**src/rtl/dma_controller.sv**
```systemverilog
// -----------------------------------------------------------------------------
// dma_controller
// Single-channel, word-granular memory-to-memory DMA engine.
//
// Slave side (register block at 0x40E0..0x40EF, word access):
//   data_bus_select/addr/mode/write  : register access from the CPU
//   data_bus_read                    : combinational readback (0 unless read)
// Master side:
//   dma_req / dma_grant              : bus request / grant handshake
//   dma_address/mode/reqw/write_data : master cycle, valid only with grant=1
//   dma_read_data                    : read data, valid the cycle after a read
// Interrupt:
//   dma_irq                          : level, DONE & IRQ_EN
// Reset: synchronous active-high 'reset'.
// -----------------------------------------------------------------------------
module dma_controller (
   input  logic        clk,
   input  logic        reset,
   input  logic        data_bus_select,
   input  logic [31:0] data_bus_addr,
   input  logic [1:0]  data_bus_mode,
   input  logic [31:0] data_bus_write,
   output logic [31:0] data_bus_read,
   output logic        dma_req,
   input  logic        dma_grant,
   output logic [31:0] dma_address,
   output logic [1:0]  dma_mode,
   output logic [1:0]  dma_reqw,
   output logic [31:0] dma_write_data,
   input  logic [31:0] dma_read_data,
   output logic        dma_irq
);

   localparam logic [31:0] BASE_ADDR = 32'h0000_40E0;
   localparam logic [1:0]  MODE_NONE = 2'b00;
   localparam logic [1:0]  MODE_RD   = 2'b01;
   localparam logic [1:0]  MODE_WR   = 2'b10;

   typedef enum logic [2:0] {
      S_IDLE    = 3'd0,
      S_REQ     = 3'd1,
      S_READ    = 3'd2,
      S_CAPTURE = 3'd3,
      S_WRITE   = 3'd4,
      S_GAP     = 3'd5
   } state_t;

   state_t      state_q, state_d;
   logic [31:0] src_q, src_d;
   logic [31:0] dst_q, dst_d;
   logic [15:0] len_q, len_d;
   logic [31:0] data_q, data_d;
   logic        done_q, done_d;
   logic        irq_en_q, irq_en_d;
   logic        req_q, req_d;
   logic [1:0]  mode_q, mode_d;
   logic [31:0] addr_q, addr_d;
   logic [31:0] wdata_q, wdata_d;
   logic        irq_q, irq_d;

   logic        hit_s, bus_wr_s, bus_rd_s, busy_s, start_s, abort_s, done_sw_s;
   logic [1:0]  reg_sel_s;
   logic [1:0]  unused_addr_s;

   // Byte-lane bits of the slave address carry no meaning for word registers.
   assign unused_addr_s = data_bus_addr[1:0];

   // Slave decode and control strobes.
   always_comb begin
      reg_sel_s = data_bus_addr[3:2];
      hit_s     = data_bus_select && (data_bus_addr[31:4] == BASE_ADDR[31:4]);
      bus_wr_s  = hit_s && (data_bus_mode == MODE_WR);
      bus_rd_s  = hit_s && (data_bus_mode == MODE_RD);
      busy_s    = (state_q != S_IDLE);
      start_s   = bus_wr_s && (reg_sel_s == 2'd3) && data_bus_write[0] && !busy_s;
      abort_s   = bus_wr_s && (reg_sel_s == 2'd3) && data_bus_write[4] && busy_s;
   end

   // Register readback.
   always_comb begin
      data_bus_read = 32'h0000_0000;
      if (bus_rd_s) begin
         case (reg_sel_s)
            2'd0:    data_bus_read = src_q;
            2'd1:    data_bus_read = dst_q;
            2'd2:    data_bus_read = {16'h0000, len_q};
            2'd3:    data_bus_read = {27'h0000000, irq_en_q, done_q, busy_s, 1'b0};
            default: data_bus_read = 32'h0000_0000;
         endcase
      end else begin
         data_bus_read = 32'h0000_0000;
      end
   end

   // Next-state: register writes, transfer FSM, abort, and registered outputs.
   always_comb begin
      state_d   = state_q;
      src_d     = src_q;
      dst_d     = dst_q;
      len_d     = len_q;
      data_d    = data_q;
      irq_en_d  = irq_en_q;
      done_sw_s = done_q;

      if (bus_wr_s) begin
         case (reg_sel_s)
            2'd0: if (!busy_s) src_d = {data_bus_write[31:2], 2'b00}; else src_d = src_q;
            2'd1: if (!busy_s) dst_d = {data_bus_write[31:2], 2'b00}; else dst_d = dst_q;
            2'd2: if (!busy_s) len_d = data_bus_write[15:0]; else len_d = len_q;
            2'd3: begin
               irq_en_d = data_bus_write[3];
               if (data_bus_write[2]) done_sw_s = 1'b0; else done_sw_s = done_q;
            end
            default: src_d = src_q;
         endcase
      end else begin
         src_d = src_q;
      end

      // FSM sets of DONE are applied after the W1C so that set wins.
      done_d = done_sw_s;

      case (state_q)
         S_IDLE: begin
            if (start_s) begin
               if (len_q != 16'd0) begin
                  done_d  = 1'b0;
                  state_d = S_REQ;
               end else begin
                  done_d  = 1'b1;
               end
            end else begin
               state_d = S_IDLE;
            end
         end
         S_REQ:     if (dma_grant) state_d = S_READ;    else state_d = S_REQ;
         S_READ:    if (dma_grant) state_d = S_CAPTURE; else state_d = S_READ;
         S_CAPTURE: begin
            data_d  = dma_read_data;
            src_d   = src_q + 32'd4;
            state_d = S_WRITE;
         end
         S_WRITE: begin
            if (dma_grant) begin
               dst_d = dst_q + 32'd4;
               len_d = len_q - 16'd1;
               if (len_q == 16'd1) begin
                  state_d = S_IDLE;
                  done_d  = 1'b1;
               end else begin
                  state_d = S_GAP;
               end
            end else begin
               state_d = S_WRITE;
            end
         end
         S_GAP:   state_d = S_REQ;
         default: state_d = S_IDLE;
      endcase

      // Abort keeps SRC/DST/LEN as they are, except that a granted WRITE in
      // the same cycle still retires; DONE is never set by an aborted run.
      if (abort_s) begin
         state_d = S_IDLE;
         done_d  = done_sw_s;
         if (state_q != S_WRITE) src_d = src_q; else src_d = src_d;
      end else begin
         state_d = state_d;
      end

      // Outputs are registered, so they are derived from the next state.
      req_d   = 1'b0;
      mode_d  = MODE_NONE;
      addr_d  = 32'h0000_0000;
      wdata_d = 32'h0000_0000;
      case (state_d)
         S_REQ:     req_d = 1'b1;
         S_READ:    begin req_d = 1'b1; mode_d = MODE_RD; addr_d = src_d; end
         S_CAPTURE: req_d = 1'b1;
         S_WRITE:   begin req_d = 1'b1; mode_d = MODE_WR; addr_d = dst_d; wdata_d = data_d; end
         default:   req_d = 1'b0;
      endcase
      irq_d = done_d & irq_en_d;
   end

   // State and output registers.
   always_ff @(posedge clk) begin
      if (reset) begin
         state_q  <= S_IDLE;
         src_q    <= 32'h0000_0000;
         dst_q    <= 32'h0000_0000;
         len_q    <= 16'h0000;
         data_q   <= 32'h0000_0000;
         done_q   <= 1'b0;
         irq_en_q <= 1'b0;
         req_q    <= 1'b0;
         mode_q   <= MODE_NONE;
         addr_q   <= 32'h0000_0000;
         wdata_q  <= 32'h0000_0000;
         irq_q    <= 1'b0;
      end else begin
         state_q  <= state_d;
         src_q    <= src_d;
         dst_q    <= dst_d;
         len_q    <= len_d;
         data_q   <= data_d;
         done_q   <= done_d;
         irq_en_q <= irq_en_d;
         req_q    <= req_d;
         mode_q   <= mode_d;
         addr_q   <= addr_d;
         wdata_q  <= wdata_d;
         irq_q    <= irq_d;
      end
   end

   assign dma_req        = req_q;
   assign dma_mode       = mode_q;
   assign dma_address    = addr_q;
   assign dma_write_data = wdata_q;
   assign dma_irq        = irq_q;
   assign dma_reqw       = 2'b10;

endmodule

```
**config.mk**
```make
export PLATFORM = sky130hd
export DESIGN_NAME = dma_controller
export DESIGN_NICKNAME = d
export VERILOG_FILES = /design/src/rtl/dma_controller.sv
export SDC_FILE = /design/constraint.sdc
export NUM_CORES = 1
export LEC_CHECK = 0
export ABC_AREA = 0
export CORE_MARGIN = 2
export CORE_UTILIZATION = 51
export CTS_CLUSTER_SIZE = 28
export DETAILED_ROUTE_END_ITERATION = 10
export HOLD_SLACK_MARGIN = 0.03
export PLACE_DENSITY = 0.83
export SLEW_MARGIN = 15
export SYNTH_ARGS = -nofsm -noshare
export SYNTH_HDL_FRONTEND = slang
export SYNTH_SLANG_ARGS = --single-unit
```
**constraint.sdc**
```tcl
create_clock -name clk -period 3.61 [get_ports clk]
set_input_delay 0.361 -clock clk [delete_from_list [all_inputs] [get_ports clk]]
set_output_delay 0.361 -clock clk [all_outputs]
set_load 0.05 [all_outputs]
```
==> flow_summary.yaml <==
grt:
  grt_max_degree: 74
  track_usage_pct: 32.7
  grt_overflow_total: 0
  antenna_found_initial: 0
  grt_pass1_wl_um: 48200
  grt_pass1_vias: 9197
timing:
  hold_violations: 0
  fmax_ghz: 0.320
  final-setup-viol-count: 0
  period_needed_ns: 3.12
  tightest_slew_ns: 1.21
  drv_slew: 0
  finalCritPeriodShare_pct: 86.5
  finalSetupTns_ns: 0
  grt_setup_unrepaired: "false"
  fin_ws_ns: 0.488
  max_slew_margin_pct: 18.6
  fin_skew_ns: 0.0111
yosys:
  synthArstFlopShare_pct: 0
  ys_ff_latch: 185
  synth_cell_types: 83
  avgSynthCellArea_sq_um: 8.20
  synth_ff_type: "dfxtp_1"
  yosys_warnings: 0
  syn_inst: 1110
  synth_seq_area_share_pct: 40.7
  netlist_area_sq_mm: 0.00910
  syn-num-nets: 1216
  synth-edff-count: 0
clock_network:
  cts_resized: 0
  cts_inserted_buffers: 17
  h-tree-depth: 4
  clk_latency_ns: 0.44
  cts.sinks: 185
  post_cts_buffers: 0
  cts_tree: "done"
  cts_hold_buffers: 0
  cts-root-buf: "clkbuf_16"
  clock_tree.buffer_depth: 2
  clk_pin_slew_ns: 0.07
route:
  top_layer: "met4"
  remaining_drc_errors: 0
  detail_route.iter0.violations: 1379
  wl_per_cell_um: 20.3
  drt-total-wl_um: 31000
  drtAntennaViolNets: 0
  dr_total_vias: 9672
  m1WireLength_um: 11600
  dr_wl_met2_um: 14300
  firstDrtPassIters: 6
  viasPerCell: 6.33
  wl_met3_um: 3610
final_layout:
  utilization_pct: 70.7
  num_antenna_cells: 0
  final_cell_mix: "dfxtp_1 (185), clkdlybuf4s50_1 (165), nor2_1 (135), nand2_1 (105), a21oi_1 (96)"
  n_fill_cell: 1382
  design_area_sq_mm: 0.0123
  layout.nets: 1395
  layout_commonest_cell: "dfxtp_1"
  syn2layout_area_growth_pct: 34.7
  drive_above_1_share_pct: 10.4
power:
  p_leak_nw: 4.30
  total_power_w: 0.00420
  power_density_mw_per_mm2: 343
  ir_drop_uv: 341
worst_setup_path:
  start_kind: "flip-flop"
  path_max_fanout: 41
  worstSetupPathType: "flip-flop to flip-flop"
  cp.required_ns: 3.98
  end_kind: "flip-flop"
  crit_arrival_ns: 3.49
floorplan:
  die_h_um: 138
  ios: 204
  die_area_sq_mm: 0.0189
  die_width_um: 138
  core_sq_mm: 0.0174
  rows: 48
  start_util_pct: 52.5
flow_run:
  maxCapViolations: 0
placed_design:
  post_dp_cell_area_sq_mm: 0.0116
  port_buffers: 199
  pre_cts_ws_ns: 0.448
  hpwl_um: 21900
  gp_congestion: 0.954
outcome:
  status: "complete, no violations"
min_path:
  hold_class: "input pin to flip-flop"
## where the power goes
| group | internal [W] | switching, W |
|---|---|---|
| Clock | 0.00101 | 0.000947 |
| Combinational | 0.000114 | 0.0000966 |
| Sequential | 0.00204 | 0.000000000000509 |
## layout make-up
type	count	area (sq um)	share of cell area [%]
Clock buffer	17	425	3.47
Clock inverter	15	198	1.61
Inverter	27	101	0.826
Multi-Input combinational cell	822	4970	40.6
Sequential cell	185	3700	30.2
Tap cell	225	282	2.29
Timing Repair Buffer	236	2580	21.1
## worst max-delay path, stage by stage (launching register included)
cell and delay [ns]:
dfxtp_1 0.39, or4_4 0.60, or2_1 0.30, o41a_1 0.47, a211oi_2 0.28, and3_2 0.72, a22o_1 0.29
## synthesized netlist by cell type (6+ instances only)
| library cell | count | area, sq um |
|---|---|---|
| a211oi_1 | 17 | 128 |
| a21oi_1 | 96 | 480 |
| a22o_1 | 7 | 61.3 |
| a2bb2oi_1 | 6 | 52.6 |
| a31oi_1 | 11 | 68.8 |
| a32o_1 | 9 | 90.1 |
| and2_1 | 38 | 238 |
| and3_1 | 15 | 93.8 |
| and4_1 | 10 | 87.6 |
| buf_1 | 7 | 26.3 |
| buf_2 | 9 | 45.0 |
| buf_4 | 11 | 82.6 |
| clkbuf_1 | 48 | 180 |
| dfxtp_1 | 185 | 3700 |
| inv_1 | 26 | 97.6 |
| mux2i_1 | 37 | 370 |
| nand2_1 | 105 | 394 |
| nand2b_1 | 6 | 37.5 |
| nand3_1 | 31 | 155 |
| nand4_1 | 25 | 156 |
| nor2_1 | 135 | 507 |
| nor2b_1 | 6 | 37.5 |
| nor3_1 | 36 | 180 |
| nor3b_1 | 7 | 52.6 |
| nor4_1 | 28 | 175 |
| o21ai_0 | 37 | 185 |
| o22ai_1 | 22 | 138 |
| o2bb2ai_1 | 10 | 87.6 |
| or3_1 | 15 | 93.8 |
## worst paths after layout
| kind | slack [ns] | cells after the start | startpoint | to |
|---|---|---|---|---|
| hold / removal | 0.38 | 2 | reset | data_q[6] |
| setup / recovery | 0.49 | 6 | len_q[3] | dma_address[2] |
| hold reg to reg | 0.46 | 2 | data_q[6] | data_q[6] |
| setup reg to reg | 0.49 | 6 | len_q[3] | dma_address[2] |
## stage by stage
stage               hold slack [ns]  std cells
floorplan                     0.434       1110
global placement              0.440       1495
detailed placement            0.445       1495
CTS                           0.359       1527
global route                  0.386       1527
finish                        0.377       1527
## state kept, by name, indices dropped and copies added (netlist names)
| signal | flops |
|---|---|
| src_q | 32 |
| dma_mode | 2 |
| dma_write_data | 32 |
| irq_en_q | 1 |
| data_q | 32 |
| dma_address | 32 |
| dma_irq | 1 |
| dma_req | 1 |
| done_q | 1 |
| state_q | 3 |
| len_q | 16 |
| dst_q | 32 |
## routing by layer
layer	vias up	track usage (%)
met3	132	7.84
li1	4431	-
met4	0	16.8
met2	688	52.9
met1	4421	40.6
met5	-	0
## cells by family (layout without fill, tap and decap cells)
group                    after synthesis  count (layout)  synth area share (%)
XOR/XNOR                               1               1                0.0962
other                                  2               2                0.0825
AO/OA/AOI/OAI                        275             275                  20.1
multiplexers                          42              42                  5.06
AND/OR/NAND/NOR                      498             498                  28.6
adder cells (fa/ha/maj)                4               4                 0.550
flip-flops                           185             185                  40.7
buffers and inverters                103             295                  4.91
Power figures use the tool's default switching activity.
